## src/rtl/iceboard_status_rx.sv

```systemverilog
// ============================================================================
// Module   : iceboard_status_rx
// Purpose  : 8N1 UART receiver and status-frame decoder for iCE motor boards.
// Revision : 1.0
// ============================================================================
`default_nettype none

module iceboard_status_rx #(
    parameter int CLOCK_SPEED_HZ   = 50_000_000,
    parameter int BAUD_RATE        = 2_000_000,
    parameter int NUMBER_OF_MOTORS = 6,
    parameter int TIMEOUT_BITS     = 20
) (
    input  logic        clock,
    input  logic        reset_n,
    input  logic        rx,
    output logic        status_valid,
    output logic [7:0]  status_motor,
    output logic [31:0] status_position,
    output logic [31:0] status_velocity,
    output logic [31:0] status_displacement,
    output logic [15:0] status_current,
    output logic        frame_error,
    output logic        checksum_error,
    output logic [15:0] error_count
);

    localparam int c_BIT_TICKS    = CLOCK_SPEED_HZ / BAUD_RATE;
    localparam int c_HALF_TICKS   = c_BIT_TICKS / 2;
    localparam int c_TICK_W       = $clog2(c_BIT_TICKS) + 1;
    localparam int c_TIMEOUT_CLKS = TIMEOUT_BITS * c_BIT_TICKS;
    localparam int c_GAP_W        = $clog2(c_TIMEOUT_CLKS + 1) + 1;

    typedef enum logic [2:0] {
        BIT_IDLE, BIT_START, BIT_DATA, BIT_STOP, BIT_WAIT_HIGH
    } bit_state_t;

    typedef enum logic [2:0] {
        FR_HUNT_SYNC0, FR_HUNT_SYNC1, FR_ID, FR_PAYLOAD, FR_CHECK
    } frame_state_t;

    bit_state_t          r_bstate;
    logic                r_rx_meta;
    logic                r_rx_sync;
    logic                r_rx_prev;
    logic [c_TICK_W-1:0] r_tick;
    logic [2:0]          r_bit_cnt;
    logic [7:0]          r_shift;
    logic [7:0]          r_byte;
    logic                r_byte_valid;
    logic                r_frame_error;

    frame_state_t        r_fstate;
    logic [7:0]          r_id;
    logic [7:0]          r_sum;
    logic [3:0]          r_byte_cnt;
    logic [111:0]        r_shadow;
    logic [c_GAP_W-1:0]  r_gap;
    logic                r_status_valid;
    logic                r_checksum_error;
    logic [7:0]          r_motor;
    logic [31:0]         r_position;
    logic [31:0]         r_velocity;
    logic [31:0]         r_displacement;
    logic [15:0]         r_current;
    logic [15:0]         r_error_count;

    logic w_in_frame;
    logic w_timeout;
    logic w_err_event;
    logic w_id_ok;

    // Bit-level receiver, including the rx synchroniser
    always_ff @(posedge clock or negedge reset_n) begin
        if (!reset_n) begin
            r_bstate      <= BIT_IDLE;
            r_rx_meta     <= 1'b1;
            r_rx_sync     <= 1'b1;
            r_rx_prev     <= 1'b1;
            r_tick        <= '0;
            r_bit_cnt     <= '0;
            r_shift       <= '0;
            r_byte        <= '0;
            r_byte_valid  <= 1'b0;
            r_frame_error <= 1'b0;
        end else begin
            r_rx_meta     <= rx;
            r_rx_sync     <= r_rx_meta;
            r_rx_prev     <= r_rx_sync;
            r_byte_valid  <= 1'b0;
            r_frame_error <= 1'b0;
            case (r_bstate)
                BIT_IDLE: begin
                    if (r_rx_prev && !r_rx_sync) begin
                        r_bstate <= BIT_START;
                        r_tick   <= '0;
                    end
                end
                BIT_START: begin
                    if (r_tick == c_TICK_W'(c_HALF_TICKS)) begin
                        r_tick    <= '0;
                        r_bit_cnt <= '0;
                        r_bstate  <= r_rx_sync ? BIT_IDLE : BIT_DATA;
                    end else begin
                        r_tick <= r_tick + 1'b1;
                    end
                end
                BIT_DATA: begin
                    if (r_tick == c_TICK_W'(c_BIT_TICKS - 1)) begin
                        r_tick    <= '0;
                        r_shift   <= {r_rx_sync, r_shift[7:1]};
                        r_bit_cnt <= r_bit_cnt + 1'b1;
                        if (r_bit_cnt == 3'd7) begin
                            r_bstate <= BIT_STOP;
                        end
                    end else begin
                        r_tick <= r_tick + 1'b1;
                    end
                end
                BIT_STOP: begin
                    if (r_tick == c_TICK_W'(c_BIT_TICKS - 1)) begin
                        r_tick <= '0;
                        if (r_rx_sync) begin
                            r_byte       <= r_shift;
                            r_byte_valid <= 1'b1;
                            r_bstate     <= BIT_IDLE;
                        end else begin
                            r_frame_error <= 1'b1;
                            r_bstate      <= BIT_WAIT_HIGH;
                        end
                    end else begin
                        r_tick <= r_tick + 1'b1;
                    end
                end
                BIT_WAIT_HIGH: begin
                    if (r_rx_sync) begin
                        r_bstate <= BIT_IDLE;
                    end
                end
                default: r_bstate <= BIT_IDLE;
            endcase
        end
    end

    assign w_in_frame  = (r_fstate == FR_ID) || (r_fstate == FR_PAYLOAD) || (r_fstate == FR_CHECK);
    assign w_timeout   = w_in_frame && !r_byte_valid && (r_gap >= c_GAP_W'(c_TIMEOUT_CLKS));
    assign w_err_event = r_frame_error || r_checksum_error || w_timeout;
    assign w_id_ok     = ({24'd0, r_id} < 32'(NUMBER_OF_MOTORS));

    // Frame-level decoder; a stop-bit error or an idle gap aborts the frame
    always_ff @(posedge clock or negedge reset_n) begin
        if (!reset_n) begin
            r_fstate         <= FR_HUNT_SYNC0;
            r_id             <= '0;
            r_sum            <= '0;
            r_byte_cnt       <= '0;
            r_shadow         <= '0;
            r_gap            <= '0;
            r_status_valid   <= 1'b0;
            r_checksum_error <= 1'b0;
            r_motor          <= '0;
            r_position       <= '0;
            r_velocity       <= '0;
            r_displacement   <= '0;
            r_current        <= '0;
            r_error_count    <= '0;
        end else begin
            r_status_valid   <= 1'b0;
            r_checksum_error <= 1'b0;

            if (w_err_event && (r_error_count != 16'hFFFF)) begin
                r_error_count <= r_error_count + 1'b1;
            end

            if (!w_in_frame || r_byte_valid) begin
                r_gap <= '0;
            end else if (!w_timeout) begin
                r_gap <= r_gap + 1'b1;
            end

            if (r_frame_error || w_timeout) begin
                r_fstate <= FR_HUNT_SYNC0;
            end else if (r_byte_valid) begin
                case (r_fstate)
                    FR_HUNT_SYNC0: begin
                        if (r_byte == 8'hAA) r_fstate <= FR_HUNT_SYNC1;
                    end
                    FR_HUNT_SYNC1: begin
                        if (r_byte == 8'h55)      r_fstate <= FR_ID;
                        else if (r_byte != 8'hAA) r_fstate <= FR_HUNT_SYNC0;
                    end
                    FR_ID: begin
                        r_id       <= r_byte;
                        r_sum      <= r_byte;
                        r_byte_cnt <= '0;
                        r_fstate   <= FR_PAYLOAD;
                    end
                    FR_PAYLOAD: begin
                        r_shadow   <= {r_shadow[103:0], r_byte};
                        r_sum      <= r_sum + r_byte;
                        r_byte_cnt <= r_byte_cnt + 1'b1;
                        if (r_byte_cnt == 4'd13) r_fstate <= FR_CHECK;
                    end
                    FR_CHECK: begin
                        if ((r_byte == r_sum) && w_id_ok) begin
                            r_status_valid <= 1'b1;
                            r_motor        <= r_id;
                            r_position     <= r_shadow[111:80];
                            r_velocity     <= r_shadow[79:48];
                            r_displacement <= r_shadow[47:16];
                            r_current      <= r_shadow[15:0];
                        end else begin
                            r_checksum_error <= 1'b1;
                        end
                        r_fstate <= FR_HUNT_SYNC0;
                    end
                    default: r_fstate <= FR_HUNT_SYNC0;
                endcase
            end
        end
    end

    assign status_valid        = r_status_valid;
    assign status_motor        = r_motor;
    assign status_position     = r_position;
    assign status_velocity     = r_velocity;
    assign status_displacement = r_displacement;
    assign status_current      = r_current;
    assign frame_error         = r_frame_error;
    assign checksum_error      = r_checksum_error;
    assign error_count         = r_error_count;

endmodule

`default_nettype wire

```

## config.mk

```make
export PLATFORM = sky130hd
export DESIGN_NAME = iceboard_status_rx
export DESIGN_NICKNAME = d
export VERILOG_FILES = /design/src/rtl/iceboard_status_rx.sv
export SDC_FILE = /design/constraint.sdc
export NUM_CORES = 1
export LEC_CHECK = 0
export CAP_MARGIN = 30
export CELL_PAD_IN_SITES_DETAIL_PLACEMENT = 0
export CELL_PAD_IN_SITES_GLOBAL_PLACEMENT = 1
export CORE_MARGIN = 2
export CORE_UTILIZATION = 49
export CTS_CLUSTER_SIZE = 14
export DETAILED_ROUTE_END_ITERATION = 6
export HOLD_SLACK_MARGIN = 0.06
export PLACE_DENSITY = 0.94
export SLEW_MARGIN = 15
export SYNTH_ARGS = -nofsm -noshare
export SYNTH_HDL_FRONTEND = slang
export SYNTH_SLANG_ARGS = --single-unit
export TNS_END_PERCENT = 50
```

## constraint.sdc

```tcl
create_clock -name clock -period 3.96 [get_ports clock]
set_clock_uncertainty 0.05 [all_clocks]
set_input_delay 0.99 -clock clock [delete_from_list [all_inputs] [get_ports clock]]
set_output_delay 0.99 -clock clock [all_outputs]
set_load 0.005 [all_outputs]
```

# Yosys cells after proc, flatten, opt, wreduce, memory -nomap -nowiden
# Cells that the tools add are included.
[op_classes] n_bitwise=1 eq_ne=27 magnitude_cmp=2 reduce_logical=31 add_sub_neg=6 n_mux=41
[op_table] op="2-to-1 mux 3 bit" count=15
[op_table] op="2-to-1 mux 10 bit" count=2
[op_table] op="2-to-1 mux 6 bit" count=3
[op_table] op="case mux 6 bit (3 select lines)" count=1
[op_table] op="adder 16 x 1 -> 16 bit, second input constant" count=1
[op_table] op="inequality test 16 bit, second input constant" count=1
[op_table] op="case mux 8 bit (2 select lines)" count=1
[op_table] op="case mux 3 bit (5 select lines)" count=1
[op_table] op="AND reduction 3 bit" count=5
[op_table] op="2-to-1 mux 1 bit" count=14
[op_table] op="equality test 3 x 2 -> 1 bit, second input constant" count=4
[op_table] op="inequality test 2 bit, second input constant" count=6
[op_table] op="case mux 3 bit (4 select lines)" count=1
[op_table] op="adder 10 x 1 -> 10 bit, second input constant" count=1
[op_table] op="greater-or-equal comparator 10 x 9 -> 1 bit, second input constant" count=1
[op_table] op="equality test 3 bit, second input constant" count=3
[op_table] op="adder 8 bit" count=1
[op_table] op="equality test 8 x 7 -> 1 bit, second input constant" count=1
[op_table] op="equality test 8 bit" count=1
[op_table] op="equality test 8 bit, second input constant" count=1
[op_table] op="< comparator 8 x 3 -> 1 bit, second input constant" count=1
[op_table] op="inequality test 8 bit, second input constant" count=1
[op_table] op="case mux 4 bit (2 select lines)" count=1
[op_table] op="AND reduction 4 bit" count=2
[op_table] op="other kinds (23)" count=39
[word_totals] regBits=316 input_bits=3 wordCells=132 output_inout_bits=139

# Logic depth before layout (Yosys ltp)
[logic_depth] depth_word=8 mapped_depth=8 ltp_nobuf=8

# Worst setup path after synthesis
# Ideal clock, no wire load.
[synth_timing] path_kind="flip-flop to flip-flop" from="reg r_byte[3]" to="reg r_displacement[12] (netlist: status_displacement[12])" arrival_time_ps=2080 slack_ps=1702 n_path_buf=2 setup_time_ps=128 required_time_ps=3782 period_less_slack_ps=2258 path_stages_with_launch=8 cell_sequence="dfrtp_1 ha_1 nor4_1 nand2_1 nor4_4 buf_4 buf_4 mux2_1"
[synth_via] elab_chain_len=3
[synth_lines] item="start, declared" line="49" source="logic [7:0] r_byte;"
[synth_lines] item="start signal, assigned" line="124" source="r_byte <= r_shift;"
[synth_lines] item="equality test 8 bit" line="205" source="if ((r_byte == r_sum) && w_id_ok) begin"
[synth_lines] item="logical AND 1 bit" line="205"
[synth_lines] item="AND reduction 4 bit (no line)"
[synth_lines] item="end signal, assigned" line="210" source="r_displacement <= r_shadow[47:16];"
[synth_lines] item="end, declared" line="64" source="logic [31:0] r_displacement;"
# No other way between the ends.
# A chain may end at the register's enable or synchronous reset.

# Worst setup path in the final report
[layout_timing] from="reg r_fstate[0]" to="reg r_current[9] (netlist: status_current[9])"
[layout_via] elab_chain_len=8 elab_cells_between_ends=10 classes_between="eq/ne (3); bitwise (1); reduce/logical (6)"
[layout_lines] item="start, declared" line="53" source="frame_state_t r_fstate;"
[layout_lines] item="start signal, assigned" line="153" source="r_fstate <= FR_HUNT_SYNC0;"
[layout_lines] item="start signal, assigned" line="182" source="r_fstate <= FR_HUNT_SYNC0;"
[layout_lines] item="start signal, assigned" line="186" source="if (r_byte == 8'hAA) r_fstate <= FR_HUNT_SYNC1;"
[layout_lines] item="equality test 3 x 2 -> 1 bit" line="145" source="assign w_in_frame = (r_fstate == FR_ID) || (r_fstate == FR_PAYLOAD) || (r_fstate == FR_CHECK);"
[layout_lines] item="logical OR 1 bit (2 in series)" line="145"
[layout_lines] item="logical AND 1 bit (2 in series)" line="146" source="assign w_timeout = w_in_frame && !r_byte_valid && (r_gap >= c_GAP_W'(c_TIMEOUT_CLKS));"
[layout_lines] item="logical OR 1 bit" line="181" source="if (r_frame_error || w_timeout) begin"
[layout_lines] item="NOT 1 bit (no line)"
[layout_lines] item="AND reduction 4 bit (no line) (*)"
[layout_lines] item="end signal, assigned" line="211" source="r_current <= r_shadow[15:0];"
[layout_lines] item="end, declared" line="65" source="logic [15:0] r_current;"
# Every way passes the cells marked *; elsewhere a longest branch is shown, timed or not.

==> impl_metrics.ini <==
[critical_path]
startpoint_type = flop
cp_cell_sequence = nor3b_2 -> nand2_1 -> nor4_4 -> buf_12 -> mux2_2
worstPathArrival_ps = 3220
crit_fanout = 121
worstPathRequired_ps = 4360
crit_cells = 5
rr_startpoint = r_fstate[0]
cp-end-kind = flop
critPathKind = flop to flop
slowest_delay_ps = 710
critPathBufInv = 1
crit_start = r_fstate[0]
r2r-end = status_current[9]
rr_worst_depth = 5
cp_slowest_cell = dfrtp_1
cp_top_family = simple AND/OR/NAND/NOR gates
r2r_slack_ps = 1140

[power]
p_comb_frac = 0.029
leakagePower_nw = 7.820
p_int_mw = 5.236
switchingPower_mw = 1.384
pwr_density_cell_nw_per_um2 = 421.8
ir_drop_uv = 308.9
p_sw_frac = 0.2091
power_frac_clock = 0.474
seqPwrFrac = 0.497

[placement]
portBuffers = 141
post-place-ws_ps = 1175
hpwl_mm = 15.99
placed_cells = 1340
gp_congestion = 0.7914

[timing]
post-route-min-period_ps = 2825
final_min_period_over_clock_period = 0.7133
final-setup-viol-count = 0
slew_headroom = 0.3908
finalHoldViolCount = 0
fin_ws_ps = 1135
rsz0062_at_grt = false
max_slew.worst_pin.slew_ps = 913.8
fmax_mhz = 354.0
drv_slew = 0
tns_ps = 0

[cells_and_area]
final_common_cell = dfrtp_1
fin_cells = 1398
nFillCells = 1981
drive_gt1_frac = 0.2220
diodes = 0
final_cell_mix = dfrtp_1 (313), mux2_2 (169), clkdlybuf4s50_1 (140)
syn2layout_area_growth_pct = 22.42
fin_nets = 1059

[clocking]
numCtsBuffers = 31
root_buffer = clkbuf_16
cts.clk_slew.worst_paths_ps = 60
hold_buffers = 0
post_cts_resize_count = 0
cts_buffer_depth = 3
post_cts_buffers = 0
tritoncts = yes
cts_sinks = 316
insertion_delay_ps = 560
htreeDepth = 1

[drt]
num_vias = 7503
drt-pass1-iter-count = 4
wire_per_inst_um = 17.54
drt-initial-drc-count = 537
totalWireLength_mm = 24.52
drc = 0
routed_via_density = 5.367
ant_nets = 0

[global_routing]
grt_pass1_wl_mm = 41.15
grt_use_total = 0.1796
grt_overflow = 0
grt_max_degree = 122
antenna_found_initial = 0
grt_pass1_vias = 7673

[yosys]
syn_nets = 912
ys_ff_latch = 316
avgSynthCellArea_um2 = 14.37
ys_seq_area_frac = 0.6171
syn_inst = 892
synthDistinctLibCells = 56
synth_ff_type = dfrtp_1
synthesis.area_um2 = 12820
synth_edf_count = 0
synthArstFlopShare = 1.000
ys.warnings.count = 0

[outcome]
status = finished, final reports clean

[min_path]
hold_depth = 0
hold_end = r_rx_sync
hp-class = flop to flop
worstHoldStart = r_rx_meta

[die]
ioPinCount = 142
die_area_um2 = 27470
core-area_um2 = 25840
die_h_um = 165.8
die_x_um = 165.8
start_util = 0.4962
rows = 59

[run]
drv_cap = 0
==> kinds of logic after synthesis <==
family	synth area share
AOI/OAI and AO/OA	0.03514
muxes	0.2285
buffers and inverters	0.01835
and+or+nand+nor	0.06598
xor gates and xnor gates	0.01776
DFF	0.6171
adders and majority gates	0.01718
==> synthesized netlist by cell type (all sizes together) (5+ instances only) <==
cell	number	share of area
mux2	253	0.22
inv	12	0.0035
and3	7	0.0034
dfrtp	313	0.61
nor3	12	0.0047
mux2i	8	0.0062
clkbuf	6	0.0018
xor2	22	0.015
ha	16	0.016
a21oi	16	0.0062
nand3	16	0.0062
nand4	6	0.0029
a22o	5	0.0034
nor4	12	0.0070
buf	30	0.013
nand2	36	0.011
a21o	5	0.0029
o21ai	19	0.0074
nor2	28	0.0082
nor2b	9	0.0044
==> worst max-delay path by stage <==
stage,end,slack [ps]
5_1_grt,status_current[9],930
3_3_place_gp,error_count[1],1170
6_report,status_current[9],1140
2_1_floorplan,status_displacement[12],1700
3_5_place_dp,error_count[1],1170
4_1_cts,error_count[1],1140
==> final cells by class <==
type	count	area (µm²)	area share
clock inverter	8	180.2	0.01148
clock buffer	49	923.4	0.05884
tap	335	419.2	0.02671
multi-input combinational	528	4681	0.2983
inverter	12	45.04	0.002870
timing repair buffer	150	1534	0.09774
sequential	316	7911	0.5041
==> state kept, by name, summed over array words and instances (netlist names), 3 cells and up <==
name                 cells
error_count             16
r_bit_cnt                3
r_bstate                 3
r_byte                   8
r_byte_cnt               4
r_fstate                 3
r_gap                   10
r_id                     8
r_shadow               112
r_shift                  8
r_sum                    8
r_tick                   6
status_current          16
status_displacement     32
status_motor             8
status_position         32
status_velocity         32
==> per-stage QoR <==
stage	power [mW]	utilization	hold WS [ps]	cell area (µm²)
finish	6.620	0.6074	304.9	15690
floorplan	3.439	-	295.2	12820
detailed placement	3.541	0.5644	296.8	14580
CTS	6.683	0.6071	305.1	15690
global route	6.866	0.6074	314.9	15690
global placement	3.533	0.5644	298.8	14580
==> power by group through the flow <==
stage / clock, mW / sequential (mW) / combinational (mW)
6_report: 3.14 / 3.29 / 0.189
5_1_grt: 3.35 / 3.30 / 0.217
4_1_cts: 3.20 / 3.29 / 0.193
3_5_place_dp: 0 / 3.35 / 0.192
3_3_place_gp: 0 / 3.35 / 0.185
2_1_floorplan: 0 / 3.33 / 0.105
==> routing by layer <==
layer,vias to the layer above,part of all wire,global-route usage
met1,3848,0.47,0.2622
met3,21,0.041,0.03027
met4,0,0.012,0.03856
li1,3492,-,-
met5,-,0,0
met2,142,0.48,0.2868
Note: power is estimated with default switching activity, not from simulation.
